`src/rtl/spi_master_ctrl.sv`:
```
// spi_master_ctrl: SPI initiator for the register-access slave protocol.
// One frame per accepted command: RW, ADDR (LSB-first), turnaround, DATA (LSB-first).
// SCK is a registered, divided copy of Clk; everything lives in the Clk domain.
//
// Handshake: a command transfers on a Clk edge where CmdValid && CmdReady are both
// high. CmdReady is only ever high in IDLE, so CmdValid outside IDLE has no effect.
// RspValid is a single-cycle pulse with no back-pressure; RspRData holds its value
// until the next pulse.
module spi_master_ctrl #(
    parameter int DATA_WIDTH = 32,
    parameter int ADDR_WIDTH = 16,
    parameter int CLK_DIV    = 2,
    parameter int CS_GAP     = 4
) (
    input  logic                  Clk,
    input  logic                  aRst_n,
    input  logic                  CmdValid,
    output logic                  CmdReady,
    input  logic                  CmdRW,
    input  logic [ADDR_WIDTH-1:0] CmdAddr,
    input  logic [DATA_WIDTH-1:0] CmdWData,
    output logic                  RspValid,
    output logic [DATA_WIDTH-1:0] RspRData,
    output logic                  Busy,
    output logic                  CS,
    output logic                  SCK,
    output logic                  MOSI,
    input  logic                  MISO,
    output logic [2:0]            DbgState
);

    // Slots per frame: RW + address + turnaround + data.
    localparam int N       = ADDR_WIDTH + DATA_WIDTH + 2;
    localparam int SLOT_W  = $clog2(N + 1);
    localparam int CNT_MAX = (CLK_DIV > CS_GAP) ? CLK_DIV : CS_GAP;
    localparam int CNT_W   = $clog2(CNT_MAX + 1);

    localparam logic [CNT_W-1:0]  DIV_LAST   = CNT_W'(CLK_DIV - 1);
    localparam logic [CNT_W-1:0]  GAP_LAST   = CNT_W'(CS_GAP - 1);
    localparam logic [SLOT_W-1:0] SLOT_LAST  = SLOT_W'(N - 1);
    localparam logic [SLOT_W-1:0] DATA_FIRST = SLOT_W'(ADDR_WIDTH + 2);

    typedef enum logic [2:0] {
        S_IDLE  = 3'd0,
        S_LEAD  = 3'd1,
        S_SHIFT = 3'd2,
        S_TAIL  = 3'd3,
        S_GAP   = 3'd4
    } state_t;

    state_t                state;
    logic [CNT_W-1:0]      div_cnt;   // Clk cycles spent in the current phase
    logic [SLOT_W-1:0]     slot_cnt;  // current frame slot
    logic [N-1:0]          tx_sr;     // bit 0 is the slot currently on MOSI
    logic [DATA_WIDTH-1:0] rx_sr;     // read data, filled from the MSB end
    logic                  rw_q;

    assign DbgState = state;

    // Frame sequencer: all pad outputs and handshake signals are registered here.
    always_ff @(posedge Clk or negedge aRst_n) begin
        if (!aRst_n) begin
            state    <= S_IDLE;
            div_cnt  <= '0;
            slot_cnt <= '0;
            tx_sr    <= '0;
            rx_sr    <= '0;
            rw_q     <= 1'b0;
            CmdReady <= 1'b0;
            RspValid <= 1'b0;
            RspRData <= '0;
            Busy     <= 1'b0;
            CS       <= 1'b1;
            SCK      <= 1'b1;
            MOSI     <= 1'b0;
        end else begin
            RspValid <= 1'b0;
            case (state)
                S_IDLE: begin
                    if (CmdReady && CmdValid) begin
                        // Data slots of a read drive 0, so mask write data by RW.
                        rw_q     <= CmdRW;
                        tx_sr    <= {CmdWData & {DATA_WIDTH{CmdRW}}, 1'b0, CmdAddr, CmdRW};
                        MOSI     <= CmdRW;
                        CmdReady <= 1'b0;
                        Busy     <= 1'b1;
                        CS       <= 1'b0;
                        div_cnt  <= '0;
                        state    <= S_LEAD;
                    end else begin
                        CmdReady <= 1'b1;
                    end
                end

                S_LEAD: begin
                    if (div_cnt == DIV_LAST) begin
                        div_cnt  <= '0;
                        slot_cnt <= '0;
                        SCK      <= 1'b0;
                        state    <= S_SHIFT;
                    end else begin
                        div_cnt <= div_cnt + 1'b1;
                    end
                end

                S_SHIFT: begin
                    if (div_cnt != DIV_LAST) begin
                        div_cnt <= div_cnt + 1'b1;
                    end else begin
                        div_cnt <= '0;
                        if (!SCK) begin
                            // Rising edge: slave samples MOSI, we sample MISO.
                            SCK <= 1'b1;
                            if (!rw_q && (slot_cnt >= DATA_FIRST)) begin
                                rx_sr <= {MISO, rx_sr[DATA_WIDTH-1:1]};
                            end
                        end else if (slot_cnt == SLOT_LAST) begin
                            // SCK stays high into the tail.
                            state <= S_TAIL;
                        end else begin
                            // Falling edge starts the next slot; MOSI moves only here.
                            SCK      <= 1'b0;
                            slot_cnt <= slot_cnt + 1'b1;
                            tx_sr    <= tx_sr >> 1;
                            MOSI     <= tx_sr[1];
                        end
                    end
                end

                S_TAIL: begin
                    if (div_cnt == DIV_LAST) begin
                        div_cnt  <= '0;
                        CS       <= 1'b1;
                        MOSI     <= 1'b0;
                        RspValid <= 1'b1;
                        RspRData <= rw_q ? '0 : rx_sr;
                        state    <= S_GAP;
                    end else begin
                        div_cnt <= div_cnt + 1'b1;
                    end
                end

                S_GAP: begin
                    if (div_cnt == GAP_LAST) begin
                        div_cnt  <= '0;
                        Busy     <= 1'b0;
                        CmdReady <= 1'b1;
                        state    <= S_IDLE;
                    end else begin
                        div_cnt <= div_cnt + 1'b1;
                    end
                end

                default: begin
                    state <= S_IDLE;
                end
            endcase
        end
    end

endmodule
```
`config.mk`:
```
export PLATFORM = sky130hd
export DESIGN_NAME = spi_master_ctrl
export DESIGN_NICKNAME = d
export VERILOG_FILES = /design/src/rtl/spi_master_ctrl.sv
export SDC_FILE = /design/constraint.sdc
export NUM_CORES = 1
export LEC_CHECK = 0
export BUFFER_PORTS_ARGS = -buffer_cell sky130_fd_sc_hd__buf_2
export CAP_MARGIN = 20
export CORE_ASPECT_RATIO = 1.25
export CORE_MARGIN = 10
export CORE_UTILIZATION = 50
export DETAILED_ROUTE_END_ITERATION = 10
export GPL_TIMING_DRIVEN = 0
export PLACE_DENSITY_LB_ADDON = 0.15
export SLEW_MARGIN = 20
export SYNTH_ARGS = -nofsm -noshare
export SYNTH_HDL_FRONTEND = slang
export SYNTH_SLANG_ARGS = --single-unit
```
`constraint.sdc`:
```
create_clock -name Clk -period 2.5 [get_ports Clk]
set_clock_uncertainty 0.1 [all_clocks]
set_input_delay 0.5 -clock Clk [delete_from_list [all_inputs] [get_ports Clk]]
set_output_delay 0.5 -clock Clk [all_outputs]
set_load 0.01 [all_outputs]
```
Yosys cells after proc, flatten, opt, wreduce, memory -nomap -nowiden
Index checks and enable logic that the tools add are counted.
- muxes and demuxes: 45
- order comparisons: 1
- bitwise operators: 3
- eq/ne operators: 16
- reductions and logical operators: 23
- $add $sub $neg: 2
- operator list (kind ; count):
    50-bit two-way mux ; 4
    50-bit case mux with 2 select lines ; 1
    3-bit two-way mux ; 11
    32-bit AND ; 1
    32-bit two-way mux ; 1
    6-bit two-way mux ; 4
    1-bit two-way mux ; 16
    2-bit != test (second input constant) ; 8
    3-bit case mux with 5 select lines ; 1
    3-bit case mux with 4 select lines ; 1
    6-bit case mux with 2 select lines ; 1
    5-bit AND reduction ; 2
    3-bit by 2-bit equality test with 1-bit output (second input constant) ; 3
    3-bit AND reduction ; 3
    1-bit case mux with 2 select lines ; 4
    2-bit AND reduction ; 4
    2-bit nonzero test ; 4
    7-bit AND reduction ; 1
    6-bit by 1-bit adder with 6-bit output (second input constant) ; 1
    3-bit by 1-bit equality test with 1-bit output (second input constant) ; 2
    6-bit equality test (second input constant) ; 1
    6-bit by 5-bit >= comparator with 1-bit output (second input constant) ; 1
    6-bit AND reduction ; 1
    4-bit AND reduction ; 1
    11 further kinds ; 13
- word-level logic and storage cells: 103
- bits of input ports: 53
- flip-flop bits (word level): 133

Logic depth before layout (Yosys ltp)
- word-level depth: 5
- mapped depth: 9
- depth with buffers taken out: 6

Least setup slack after synthesis
No wires, ideal clock.
- kind: register -> register
- start point: reg div_cnt[1]
- end point: reg tx_sr[40]
- buffers on the path: 3
- stages on the path, launching flop included: 10
- arrival time: 1936 ps
- required time: 2275 ps
- slack: 339 ps
- cell sequence: dfrtp_1 > inv_1 > ha_1 > or3b_1 > buf_2 > a211oi_4 > nor2_2 > buf_6 > buf_6 > mux2_4
- cells in the longest elaborated chain, start to end: 3
- ends and longest elaborated chain (what ; RTL line ; text):
    from (decl) ; 52 ; logic [CNT_W-1:0] div_cnt;
    from (signal assigned) ; 102 ; div_cnt <= div_cnt + 1'b1;
    from (signal assigned) ; 108 ; div_cnt <= div_cnt + 1'b1;
    from (signal assigned) ; 139 ; div_cnt <= div_cnt + 1'b1;
    3-bit by 1-bit != test with 1-bit output ; 107 ; if (div_cnt != DIV_LAST) begin
    2-bit != test (no source line) ; n/a ;
    5-bit AND reduction (no source line) ; n/a ;
    to (signal assigned) ; 83 ; tx_sr <= {CmdWData & {DATA_WIDTH{CmdRW}}, 1'b0, CmdAddr, CmdRW};
    to (signal assigned) ; 124 ; tx_sr <= tx_sr >> 1;
    to (decl) ; 54 ; logic [N-1:0] tx_sr;
Every way passes these cells.
A chain may end at the register's enable or synchronous reset.

Final worst setup path
- start point: reg div_cnt[1]
- end point: reg tx_sr[44]
The elaborated chain is that of the path after synthesis.

==> metrics.md <==
| Metric | Value |
|---|---|
| Distinct cells, synth | 46 |
| Fin crit share | 0.976 |
| Critical Path Start Type | flop |
| MaxCap Viol Count | 0 |
| Rows | 45 |
| Min-delay src | MISO |
| Max Slew Vio Count | 0 |
| DR iter-0 viols | 160 |
| WL/cell | 14.6 um |
| Worst slew margin | 0.627 |
| Worst VDD drop | 404 uV |
| Number of buffers added on ports | 92 |
| Clk_lat worst skew | 0.41 ns |
| Largest delay contributor family on the critical path | buffers and inverters |
| Status | finished, final reports clean |
| DR vias | 4,317 |
| P&R area growth vs syn | 21.1% |
| Post-DP HPWL | 9.17 mm |
| Initial Util | 0.513 |
| Achievable Freq | 410 MHz |
| Ys flop type | dfrtp_1 |
| Place WS | 0.0364 ns |
| Actual slew at the worst max-slew pin | 0.560 ns |
| # DRC | 0 |
| Root Driver | clkbuf_16 |
| CTS sink cnt | 132 |
| Reg clk slew, reported paths | 0.06 ns |
| Cell breakdown of the critical path | inv_1 > ha_2 > or3b_1 > buf_2 > a211oi_4 > nor2_4 > buf_6 > buf_6 > mux2_4 |
| Hold crit path type | input pin to flop |
| CP peak stage delay | 0.40 ns |
| FF+latch count, synth | 132 |
| ANT cells | 0 |
| Critical path data arrival time | 2.63 ns |
| GRT Util Overall | 0.151 |
| Reg2Reg Setup Slack | 0.06 ns |
| H-tree depth | 4 |
| Layout Nets | 735 |
| Crit path required time | 2.69 ns |
| Hold Crit Depth | 2 |
| Num CTS Buffers | 17 |
| Syn Std Cell Area | 6230 sq um |
| Worst Path Buf+Inv | 4 |
| YS warnings | 0 |
| Die Area | 17,400 sq um |
| Vias in the first global route | 4,517 |
| Cells after Synth | 560 |
| Hold EP | rx_sr[31] |
| DIE HEIGHT | 145 um |
| Routed wire length | 12.5 mm |
| Min Hold Slack | 0.242 ns |
| EDFF count, synth | 0 |
| Crit Path Max Fanout | 10 |
| RR Startpoint | div_cnt[1] |
| Pleak | 3.99 nW |
| ANT nets after route | 0 |
| Critical Path Most Common Cell | buf_6 |
| GRT overflow | 0 |
| First-pass GRT wire length | 21.2 mm |
| Unrepaired setup endpoints after global routing | false |
| Post-Route Setup TNS | 0 ns |
| # fillers | 1,031 |
| Slowest cell on the critical path | dfrtp_1 |
| Crit end category | flop |
| Fin crit period | 2.44 ns |
| Core ar. | 12,200 sq um |
| IO Count | 94 |
| Final Hold Fails | 0 |
| Final core utilization | 0.621 |
| Die Wd | 120 um |
| PnR worst setup slack | 0.0597 ns |
| RePlAce Congestion | 0.800 |
| Power Density | 606 nW/um^2 |
| WS Path Type | flop to flop |
| Post-synthesis sequential area ratio | 0.530 |
| Syn_area_per_cell | 11.1 sq um |
| Vias/cell | 5.07 |
| Largest net degree at the start of global routing | 84 |
| R2R Path End | tx_sr[44] |
| Max clock buf depth | 2 |
| Share of post-route cells with drive strength above 1 | 0.380 |
| Initial antenna violation count | 0 |
| CTS tree | done |
| Syn_nets | 620 |
| Final setup vio count | 0 |
| FF-to-FF path depth | 9 |
| Synth async-reset ratio | 1.00 |
| Pre-antenna DRT Iters | 4 |
[registers in the layout (all words and copies together), names as in the netlist]
register	count
SCK	1
MOSI	1
Busy	1
CmdReady	1
RspValid	1
CS	1
div_cnt	3
rx_sr	32
rw_q	1
tx_sr	49
DbgState	3
slot_cnt	6
RspRData	32
[kinds of logic (layout without fill, tap and decap cells)]
family          count (synthesis)  in the layout  share of synthesized area
xor+xnor                        4              4                    0.00562
mux                           114            114                      0.211
fa+ha+maj                       7              7                     0.0140
compound gates                 34             34                     0.0393
buf+inv                        47            174                     0.0335
flops                         132            132                      0.530
simple gates                  222            222                      0.166
[metal layers]
layer	global-route usage	wire length [um]	vias to the layer above
met2	0.255	6280	98
met4	0.0503	93	0
li1	-	-	2131
met5	0	0	-
met3	0.0574	739	9
met1	0.173	5340	2079
[cells in the final DEF, fill, tap and decap left out, types with 9 or more instances in the layout]
cell | Yosys | layout
a21oi_1 | 9 | 9
clkbuf_1 | 22 | 23
buf_2 | 8 | 99
inv_1 | 11 | 11
dfrtp_1 | 130 | 129
nand3_1 | 35 | 35
nor2b_1 | 33 | 33
mux2_4 | 9 | 9
nor2_1 | 12 | 12
clkbuf_16 | 0 | 17
mux2_2 | 104 | 104
nand2_1 | 119 | 119
[where the power goes]
| group | internal (mW) | switching, mW | leakage (nW) |
|---|---|---|---|
| Sequential | 2.14 | 0.000596 | 1.79 |
| Combinational | 0.0383 | 0.0654 | 1.92 |
| Clock | 1.42 | 0.906 | 0.274 |
[final cells by class]
type / instances / area (sq um) / share of cell area
buffer: 36 / 169 / 0.0224
sequential: 132 / 3310 / 0.438
tap: 164 / 205 / 0.0272
clock inverter: 10 / 100 / 0.0133
inverter: 11 / 41.3 / 0.00547
clock buffer: 21 / 460 / 0.0610
multi-input combinational: 381 / 2740 / 0.363
timing repair buffer: 96 / 523 / 0.0693
[cells in the mapped netlist (all sizes together) (3+ instances only)]
library cell,count,area share
dfrtp,130,0.52
nand2,119,0.072
mux2,113,0.21
nand3,35,0.028
nor2b,33,0.033
clkbuf,22,0.013
buf,14,0.014
nor2,13,0.0082
inv,11,0.0066
a21oi,9,0.0072
ha,7,0.014
o21ai,7,0.0056
a211oi,4,0.0068
nand2b,4,0.0040
a2111oi,3,0.0042
nand3b,3,0.0036
nor3,3,0.0024
xnor2,3,0.0042
[worst reg2reg max path, cell delays in order (launching register included)]
cell and delay [ns]:
dfrtp_1 0.40, inv_1 0.07, ha_2 0.20, or3b_1 0.35
buf_2 0.18, a211oi_4 0.30, nor2_4 0.11, buf_6 0.17
buf_6 0.16, mux2_4 0.30
[through the flow]
stage	cell area (sq um)	power (mW)	std cells
after detailed placement	6940	2.28	817
after global placement	6900	2.27	816
after floorplan	6230	2.19	560
final	7550	4.57	851
after global routing	7550	4.75	851
after CTS	7510	4.63	849
[repair_timing]
| action | 4_1_cts | 5_1_grt |
|---|---|---|
| setup endpoints to repair | 0 | 31 |
| hold buffers | 1 | 0 |
| gates resized for setup | 0 | 8 |
| buffers inserted | 0 | 2 |
| endpoints found under the hold margin | 48 | 0 |
[worst max path at each step]
stage | start | endpoint | slack (ns) | depth (start not counted)
floorplan | div_cnt[1] | tx_sr[40] | 0.34 | 9
global placement | aRst_n | tx_sr[33] | -0.91 | 1
detailed placement | div_cnt[0] | tx_sr[40] | 0.04 | 8
CTS | div_cnt[0] | tx_sr[44] | 0.02 | 8
global route | div_cnt[1] | tx_sr[42] | 0.0006 | 9
finish | div_cnt[1] | tx_sr[44] | 0.06 | 9
(Power assumes the default switching activity.)
